==> config.mk <==
export PLATFORM = sky130hd
export DESIGN_NAME = rr_arbiter
export DESIGN_NICKNAME = d
export VERILOG_FILES = /design/src/rtl/rr_arbiter.sv
export SDC_FILE = /design/constraint.sdc
export NUM_CORES = 1
export LEC_CHECK = 0
export BUFFER_PORTS_ARGS = -buffer_cell sky130_fd_sc_hd__buf_2
export CORE_ASPECT_RATIO = 0.75
export CORE_MARGIN = 10
export CORE_UTILIZATION = 40
export CTS_CLUSTER_DIAMETER = 60
export DETAILED_ROUTE_END_ITERATION = 7
export SYNTH_ARGS = -nofsm -noshare
export SYNTH_HDL_FRONTEND = slang
export SYNTH_SLANG_ARGS = --single-unit
==> constraint.sdc <==
create_clock -name clk -period 2.8 [get_ports clk]
set_clock_uncertainty 0.1 [all_clocks]
set_input_delay 0.56 -clock clk [delete_from_list [all_inputs] [get_ports clk]]
set_output_delay 0.56 -clock clk [all_outputs]
set_load 0.005 [all_outputs]
==> src/rtl/rr_arbiter.sv <==
// Round-robin arbiter: grants one of N requesters by rotating highest-bit priority
// and holds the grant until done, withdrawal, or timeout.

module rr_hi_enc #(
    parameter int W = 2
) (
    input  logic [(1<<W)-1:0] vec,
    output logic [W-1:0]      idx,
    output logic              any
);
    // Later (higher) set bits overwrite earlier ones, so the highest set bit wins.
    always_comb begin
        idx = '0;
        any = 1'b0;
        for (int i = 0; i < (1 << W); i++) begin
            if (vec[i]) begin
                idx = W'(i);
                any = 1'b1;
            end
        end
    end
endmodule

module rr_arbiter #(
    parameter int IDX_WIDTH = 2,
    parameter int TIMEOUT   = 255
) (
    input  logic                      clk,
    input  logic                      rst_n,
    input  logic [(1<<IDX_WIDTH)-1:0] req,
    input  logic                      done,
    output logic [(1<<IDX_WIDTH)-1:0] gnt,
    output logic [IDX_WIDTH-1:0]      gnt_idx,
    output logic                      gnt_valid,
    output logic                      timeout
);
    localparam int N     = 1 << IDX_WIDTH;
    localparam int CNT_W = (TIMEOUT > 0) ? (($clog2(TIMEOUT + 1) > 0) ? $clog2(TIMEOUT + 1) : 1) : 1;
    localparam bit TO_EN = (TIMEOUT != 0);
    localparam logic [CNT_W-1:0] CNT_MAX = CNT_W'((TIMEOUT > 0) ? TIMEOUT - 1 : 0);

    typedef enum logic {IDLE = 1'b0, BUSY = 1'b1} state_t;

    state_t               state_q, state_d;
    logic [N-1:0]         gnt_q, gnt_d;
    logic [IDX_WIDTH-1:0] gnt_idx_q, gnt_idx_d;
    logic [IDX_WIDTH-1:0] ptr_q, ptr_d;
    logic [CNT_W-1:0]     cnt_q, cnt_d;
    logic                 timeout_q, timeout_d;

    logic [N-1:0]         lower_mask;
    logic [N-1:0]         masked;
    logic [IDX_WIDTH-1:0] masked_idx, req_idx, winner;
    logic                 masked_any, req_any;
    logic                 release_now;

    // Only requesters strictly below the last grant are eligible first.
    assign lower_mask = (N'(1) << ptr_q) - N'(1);
    assign masked     = req & lower_mask;

    rr_hi_enc #(.W(IDX_WIDTH)) u_enc_masked (.vec(masked), .idx(masked_idx), .any(masked_any));
    rr_hi_enc #(.W(IDX_WIDTH)) u_enc_req    (.vec(req),    .idx(req_idx),    .any(req_any));

    assign winner = masked_any ? masked_idx : req_idx;

    assign release_now = done || !req[gnt_idx_q] || (TO_EN && (cnt_q == CNT_MAX));

    always_comb begin
        state_d   = state_q;
        gnt_d     = gnt_q;
        gnt_idx_d = gnt_idx_q;
        ptr_d     = ptr_q;
        cnt_d     = cnt_q;
        timeout_d = 1'b0;
        case (state_q)
            IDLE: begin
                gnt_d = '0;
                if (req_any) begin
                    state_d   = BUSY;
                    gnt_d     = N'(1) << winner;
                    gnt_idx_d = winner;
                    cnt_d     = '0;
                end
            end
            BUSY: begin
                if (release_now) begin
                    state_d   = IDLE;
                    gnt_d     = '0;
                    ptr_d     = gnt_idx_q;
                    // A pulse only when the counter alone forced the release.
                    timeout_d = !done && req[gnt_idx_q];
                end else begin
                    cnt_d = cnt_q + CNT_W'(1);
                end
            end
            default: state_d = IDLE;
        endcase
    end

    always_ff @(posedge clk or negedge rst_n) begin
        if (!rst_n) begin
            state_q   <= IDLE;
            gnt_q     <= '0;
            gnt_idx_q <= '0;
            ptr_q     <= '0;
            cnt_q     <= '0;
            timeout_q <= 1'b0;
        end else begin
            state_q   <= state_d;
            gnt_q     <= gnt_d;
            gnt_idx_q <= gnt_idx_d;
            ptr_q     <= ptr_d;
            cnt_q     <= cnt_d;
            timeout_q <= timeout_d;
        end
    end

    assign gnt       = gnt_q;
    assign gnt_idx   = gnt_idx_q;
    assign gnt_valid = (state_q == BUSY);
    assign timeout   = timeout_q;
endmodule

# Word-level counts from Yosys, hierarchy flattened
# Index checks and enable logic that the tools add are counted.
word_totals:
  regBits: 18
  in_bits: 7
  out_inout_bits: 8
op_classes:
  add_sub_neg: 2
  n_lt_le_gt_ge: 1
  eq_ne: 4
  shifts: 2
  n_mux: 28
  bitwise: 2
  reduce_logical: 8
ops:
  columns: ["cell", "n"]
  rows:
  - ["$mux 8", 2]
  - ["$pmux 8 s2", 1]
  - ["$mux 1", 15]
  - ["$mux 2", 5]
  - ["$add 8x1->8 const B", 1]
  - ["$eq 8x8->1 const B", 1]
  - ["$mux 4", 2]
  - ["$pmux 4 s2", 1]
  - ["$shl 1x2->4 const A", 2]
  - ["$reduce_and 2->1", 3]
  - ["$and 4x4->4", 1]
  - ["$ne 2x2->1 const B", 2]
  - ["$sub 4x2->4 const B", 1]
  - ["$lt 2x3->1 const B", 1]
  - ["$bmux 1 s2", 1]
  - ["$logic_not 1->1", 2]
  - ["$logic_or 1x1->1", 2]
  - ["$ne 2x1->1 const B", 1]
  - ["$pmux 1 s2", 1]
  - ["$logic_and 1x1->1", 1]
  - ["$not 1->1", 1]

# Logic depth before layout (Yosys ltp)
# Gate-level depths: netlist (run 1).
logic_depth:
  word_depth: 11
  depth_mapped: 5
  depth_no_buf: 5

# By module
# From an unflattened synthesis (run 1), not the netlist that was laid out.
unflattened:
  cells_unflattened: 103
  area_unflattened_um2: 1043.5
modules_own_cells:
  columns: ["mod", "n_inst", "cells_each", "area_each_um2", "seq_area_each_um2"]
  rows:
  - ["rr_arbiter", 1, 95, 996.0, 450.4]
  - ["rr_hi_enc", 2, 4, 23.8, 0.0]

# Least setup slack after synthesis (run 1)
# OpenSTA, ideal clock, no wires.
synth_timing:
  kind: "input-to-reg"
  from: "input port done"
  to: "register cnt_q[6]"
  setup_time_ps: 124
  t_arrival_ps: 1586
  t_required_ps: 2576
  slack_ps: 990
  path_stages: 4
  path_buffers: 0
  cell_sequence: "or3b_1 o32ai_4 a21oi_4 a211o_1"
synth_between:
  elab_chain_len: 4
synth_lines:
  columns: ["element", "line", "source"]
  rows:
  - ["start, declared", "31", "input logic done,"]
  - ["$logic_or 1x1->1 (2 in a row)", "66", "assign release_now = done || !req[gnt_idx_q] || (TO_EN && (cnt_q == CNT_MAX));"]
  - ["$ne 2x2->1 (no line)", null, null]
  - ["$reduce_and 2->1 (no line)", null, null]
  - ["end signal, assigned", "113", "cnt_q <= cnt_d;"]
  - ["end, declared", "48", "logic [CNT_W-1:0] cnt_q, cnt_d;"]
# No other way between the ends.
# A chain may end at the register's enable or synchronous reset.

# Worst setup path in the final report (run 1)
layout_timing:
  from: "register gnt_idx_q[0], in the netlist gnt_idx[0]"
  to: "register cnt_q[6]"
layout_between:
  elab_chain_len: 7
layout_lines:
  columns: ["element", "line", "source"]
  rows:
  - ["start, declared", "46", "logic [IDX_WIDTH-1:0] gnt_idx_q, gnt_idx_d;"]
  - ["start signal, assigned", "111", "gnt_idx_q <= gnt_idx_d;"]
  - ["$bmux 1 s2", "66", null]
  - ["$mux 1 (not written as such)", "66", null]
  - ["$logic_not 1->1", "66", null]
  - ["$logic_or 1x1->1 (2 in a row)", "66", null]
  - ["$ne 2x2->1 (no line)", null, null]
  - ["$reduce_and 2->1 (no line)", null, null]
# No other way between the ends. The select of a mux whose other input is x is not followed.

==> results of run 1 <==
==> logic make-up after synthesis <==
group,after synthesis,share of synthesized area
fa+ha+maj,2,0.02487
xor+xnor,1,0.008708
buf+inv,2,0.007465
compound gates,19,0.1754
simple gates,36,0.2202
mux,11,0.1157
flops,18,0.4478
==> sequential cells by signal, indices dropped and copies added (netlist names) <==
register and flops:
gnt_valid 1, gnt_idx 2, cnt_q 8, timeout 1
ptr_q 2, gnt 4
==> worst register-to-register path: stages, from the launching register on <==
cell	delay (ns)
dfrtp_1	0.46
or3b_1	0.44
o32ai_4	0.30
a21oi_4	0.14
a211o_1	0.31
==> power groups by stage <==
stage          sequential (mW)  clock, mW  combinational (mW)
3_5_place_dp             0.422          0               0.376
5_1_grt                  0.428      0.189               0.417
2_1_floorplan            0.406          0               0.262
6_report                 0.415      0.164               0.370
4_1_cts                  0.417      0.173               0.377
3_3_place_gp             0.420          0               0.370
==> per-stage QoR <==
stage	cells	util	power (mW)	setup slack, ns
floorplan	89	-	0.6673	0.9903
global placement	137	0.4768	0.7898	0.7807
detailed placement	137	0.4768	0.7977	0.7471
CTS	141	0.4923	0.9674	0.9484
global route	141	0.4923	1.034	0.8534
finish	141	0.4923	0.9497	0.9596
==> cells in the final DEF (no fill, tap or decap), drive strengths merged, types with 3 or more instances in the layout <==
cell	count
a21oi	4
and3	4
and4	3
buf	14
clkbuf	4
dfrtp	18
mux2	5
mux2i	6
nand2	11
nand3	5
nor2	4
==> final timing paths <==
path                       slack [ns]        from         end  cells after the start
min in group clk                 0.40      gnt[1]      gnt[1]                      1
max reg2reg                      0.96  gnt_idx[0]    cnt_q[6]                      4
min reg2reg                      0.40      gnt[1]      gnt[1]                      1
min                              0.07       rst_n    cnt_q[6]                      1
max in group asynchronous        2.24       rst_n  gnt_idx[1]                      1
max                              0.96  gnt_idx[0]    cnt_q[6]                      4
==> layout make-up <==
class / count / area (µm²)
fillers: 219 / 1191
multi-input cells: 69 / 548.0
flip-flops and latches: 18 / 450.4
repair buffers: 14 / 70.07
well taps: 34 / 42.54
clock buffers: 4 / 36.28
inverters: 2 / 7.507
==> layer usage <==
metal  global-route usage  up-vias  part of all wire
li1                     -      376                 -
met1               0.1191      378              0.50
met2               0.1281       12              0.44
met3              0.03966        2             0.056
met4              0.02009        0            0.0042
met5                    0        -                 0
==> synthesized netlist by cell type <==
cell type | n | area [µm²]
nand4_1 | 1 | 6.260
a21oi_1 | 3 | 15.01
a22o_2 | 1 | 10.01
nand3_1 | 5 | 25.02
o21ai_0 | 1 | 5.000
a211oi_1 | 1 | 7.510
a32o_1 | 1 | 10.01
nor4b_2 | 1 | 15.01
nand2_1 | 11 | 41.29
a22o_1 | 1 | 8.760
o32ai_4 | 1 | 27.53
dfrtp_1 | 18 | 450.4
xnor2_1 | 1 | 8.760
and3_2 | 1 | 7.510
nor3b_1 | 2 | 15.01
nand2b_1 | 1 | 6.260
inv_1 | 2 | 7.510
ha_1 | 2 | 25.02
a21o_2 | 1 | 8.760
or3b_1 | 1 | 8.760
o22ai_1 | 1 | 6.260
a211o_1 | 1 | 8.760
and2_2 | 1 | 7.510
a21oi_4 | 1 | 16.27
mux2i_1 | 6 | 60.06
a21bo_2 | 1 | 10.01
nor2_1 | 4 | 15.01
nand4_4 | 1 | 21.27
or2_2 | 1 | 6.260
and4_1 | 2 | 17.52
a21o_1 | 1 | 7.510
mux2_2 | 5 | 56.30
o22a_2 | 1 | 10.01
and3_1 | 3 | 18.77
o31ai_1 | 1 | 7.510
and4_2 | 1 | 10.01
o2bb2ai_1 | 1 | 8.760
o32ai_1 | 1 | 8.760
==> results.json, run 1 <==
{
  "status": "finished clean",
  "num_vias": 768,
  "dieArea_um2": 4942,
  "switching_share": 0.3757,
  "synth.avg_cell_area_um2": 11.30,
  "place_area_um2": 1119,
  "dr.pass1.iters": 4,
  "power.switching_mw": 0.3568,
  "root_buffer": "clkbuf_4",
  "pwr-share-comb": 0.390,
  "tritoncts": "yes",
  "tightest_slew_ns": 0.6530,
  "syn_to_final_growth_pct": 14.80,
  "layout-drive-gt1-share": 0.3271,
  "grt_pass1_vias": 767,
  "antenna_cells": 0,
  "hold_class": "in2async",
  "clk_path_buf_depth": 2,
  "cts_sinks": 18,
  "yosysWarnings": 0,
  "fp-row-count": 15,
  "crit_path_cell_trace": "or3b_1, o32ai_4, a21oi_4, a211o_1",
  "finalSetupViolations": 0,
  "cp.arrival_ns": 1.93,
  "dp_hpwl_um": 1613,
  "netlist_area_um2": 1006,
  "grt-ovfl-total": 0,
  "post-cts-setup-buffer-count": 0,
  "cp.required_ns": 2.89,
  "critPathMaxFanout": 10,
  "peakVddDrop_mv": 0.3766,
  "ant_nets": 0,
  "rsz0062_at_grt": "false",
  "worst-path-buf-inv": 0,
  "ys_seq_area_frac": 0.4478,
  "grt_usage": 0.08938,
  "drv_slew": 0,
  "fin_crit_sh": 0.6573,
  "timing.slew.headroom": 0.5620,
  "tns_ns": 0,
  "internal-power_mw": 0.5929,
  "cap_violations": 0,
  "critPathLaunchType": "flop",
  "cts_buffers": 3,
  "final_area_um2": 1155,
  "crit_family": "compound AO/OA/AOI/OAI gates",
  "drc": 0,
  "clk_pin_slew_ns": 0.11,
  "end_kind": "flop",
  "post_cts_resized": 0,
  "wl_um": 2145,
  "power_frac_clock": 0.173,
  "slowest_delay_ns": 0.46,
  "routedWlPerCell_um": 15.21,
  "route.detailed.vias_per_inst": 5.447,
  "core-area_um2": 2346,
  "io_buffers": 14,
  "max_freq_ghz": 0.5434,
  "hold_buffers": 0,
  "synth.distinct_cells": 38,
  "crit_slowest_cell": "dfrtp_1",
  "post-route-min-period_ns": 1.840,
  "power_leakage_nw": 0.5659,
  "layout.nets": 117,
  "io_pins": 15,
  "fp.dieW_um": 77.91,
  "syn_inst": 89,
  "critical_path_class": "reg2reg",
  "antenna_found_initial": 0,
  "place_congestion": 0.7634,
  "dieHeight_um": 63.43,
  "hold_slack_ns": 0.07190,
  "power-per-cell-area_nw_per_um2": 822.3,
  "worstSkewPairLatency_ns": 0.30,
  "ys_ff_latch": 18,
  "p_seq_frac": 0.437,
  "drt_iter0_markers": 44,
  "start_util": 0.4288,
  "finalHoldViolCount": 0,
  "cts_max_level": 1,
  "syn_nets": 98,
  "grt_max_degree": 19,
  "grt_pass1_wl_um": 3650
}
Power figures use the tool's default switching activity.
==> run 2, diff against run 1 <==
==> constraint.sdc (replaced) <==
create_clock -name clk -period 1.88 [get_ports clk]
set_clock_uncertainty 0.1 [all_clocks]
set_input_delay 0.376 -clock clk [delete_from_list [all_inputs] [get_ports clk]]
set_output_delay 0.376 -clock clk [all_outputs]
set_load 0.005 [all_outputs]
==> run 2 against run 1 <==
Register-to-register slack worse by 0.85 ns. Global-route usage up 0.27 points. Non-clock buffer count up 8. Final area up 5.7%. Sequential cell count unchanged. Setup slack worse by 0.85 ns. Cell count up 5.7%. Via count up 3.8%. Worst hold slack better by 0.33 ns. Wire length up 3.2%. Clock-buffer cell count unchanged. Largest cell class unchanged. Highest routed layer unchanged.
==> results.json, run 2 (same netlist as run 1, synthesis figures left out) <==
{
  "tns_ns": 0,
  "cp.arrival_ns": 1.86,
  "cap_violations": 0,
  "drt_iter0_markers": 48,
  "post-route-min-period_ns": 1.770,
  "grt_pass1_vias": 773,
  "crit_path_cell_trace": "mux2i_1, o32ai_4, and2_2, mux2_2",
  "largest_register_ffs": 8,
  "clk_path_buf_depth": 2,
  "finalSetupViolations": 0,
  "dp_cells": 144,
  "max_freq_ghz": 0.5649,
  "root_buffer": "clkbuf_4",
  "regMostFlops": "cnt_q",
  "dp_hpwl_um": 1720,
  "grt-ovfl-total": 0,
  "num_vias": 797,
  "tritoncts": "yes",
  "critPathLaunchType": "flop",
  "rr_endpoint": "cnt_q[0]",
  "finalHoldViolCount": 0,
  "power_leakage_nw": 0.6037,
  "fin_crit_sh": 0.9417,
  "dieArea_um2": 4942,
  "wl_um": 2213,
  "io_buffers": 14,
  "slowest_delay_ns": 0.45,
  "fp-row-count": 15,
  "min_path_cells": 1,
  "grt_usage": 0.09204,
  "grt_pass1_wl_um": 3767,
  "ant_nets": 0,
  "fp.dieW_um": 77.91,
  "layout-drive-gt1-share": 0.3739,
  "power-per-cell-area_nw_per_um2": 1262,
  "peakVddDrop_mv": 0.5291,
  "layout.nets": 125,
  "cts_buffers": 3,
  "fill_cells": 219,
  "stdcell_count": 149,
  "core-area_um2": 2346,
  "critPathMaxFanout": 10,
  "place_congestion": 0.7689,
  "power_mw": 1.541,
  "route.detailed.vias_per_inst": 5.349,
  "clk_pin_slew_ns": 0.11,
  "grt_max_degree": 19,
  "dr.pass1.iters": 4,
  "dieHeight_um": 63.43,
  "crit_slowest_cell": "dfrtp_1",
  "worstSkewPairLatency_ns": 0.30,
  "hp-start": "gnt[1]",
  "drv_slew": 0,
  "end_kind": "flop",
  "final_common_cell": "dfrtp_1",
  "tightest_slew_ns": 0.4665,
  "worst-path-buf-inv": 0,
  "drc": 0,
  "r2r_slack_ns": 0.11,
  "io_pins": 15,
  "ff2ff_path_depth": 4,
  "min_to": "gnt[1]",
  "antenna_cells": 0,
  "most-common-layout-cells": "dfrtp_1, buf_2, nand2_1",
  "cp.required_ns": 1.97,
  "syn_to_final_growth_pct": 21.39,
  "routedWlPerCell_um": 14.85,
  "critical_path_class": "reg2reg",
  "timing.slew.headroom": 0.6890,
  "antenna_found_initial": 0,
  "rsz0062_at_grt": "false",
  "worstReg2RegStart": "gnt_idx[1]",
  "cts_max_level": 1,
  "cts_sinks": 18,
  "crit_family": "multiplexers",
  "hold_class": "reg2reg",
  "start_util": 0.4288,
  "status": "finished clean"
}
run 2: layout make-up:
cell class	count	area, µm²	area share
multi-input cells	69	551.8	0.4518
flip-flops and latches	18	450.4	0.3689
repair buffers	22	132.6	0.1086
well taps	34	42.54	0.03484
clock buffers	4	36.28	0.02971
inverters	2	7.507	0.006148
run 2: how the worst max path moves through the flow:
stage,startpoint,endpoint,cells past startpoint
6_report,gnt_idx[1],cnt_q[0],4
3_5_place_dp,done,cnt_q[6],5
2_1_floorplan,gnt_idx[0],cnt_q[6],4
5_1_grt,gnt_idx[1],cnt_q[6],4
4_1_cts,gnt_idx[1],cnt_q[0],4
3_3_place_gp,done,cnt_q[6],5
run 2: routing by layer:
layer,global-route usage,share of wire,wire length (µm),vias up
met5,0,0,0,-
met4,0.01339,0.0054,12,0
met3,0.03824,0.083,184,2
met2,0.1281,0.41,910,23
met1,0.1299,0.50,1105,380
li1,-,-,-,392
run 2: metrics by stage:
| stage | setup slack [ns] | cell area [µm²] | hold slack, ns | util |
|---|---|---|---|---|
| 3_3_place_gp | 0.05548 | 1171 | 0.2352 | 0.4992 |
| 4_1_cts | 0.09411 | 1217 | 0.4105 | 0.5189 |
| 5_1_grt | 0.03317 | 1221 | 0.4467 | 0.5205 |
| 3_5_place_dp | 0.02969 | 1171 | 0.2320 | 0.4992 |
| 2_1_floorplan | 0.1813 | 1006 | -0.01959 | - |
| 6_report | 0.1096 | 1221 | 0.4026 | 0.5205 |
run 2: repair_timing:
| item | in CTS | in global routing |
|---|---|---|
| gates resized for setup | 0 | 1 |
| setup endpoints to repair | 0 | 1 |
| buffers inserted | 0 | 0 |
| endpoints found under the hold margin | 18 | 0 |
| hold buffers | 1 | 0 |
run 2: report_power, final:
part / internal (mW) / switching, mW
combinational: 0.362 / 0.342
clock: 0.118 / 0.131
sequential: 0.491 / 0.0962
total: 0.972 / 0.569
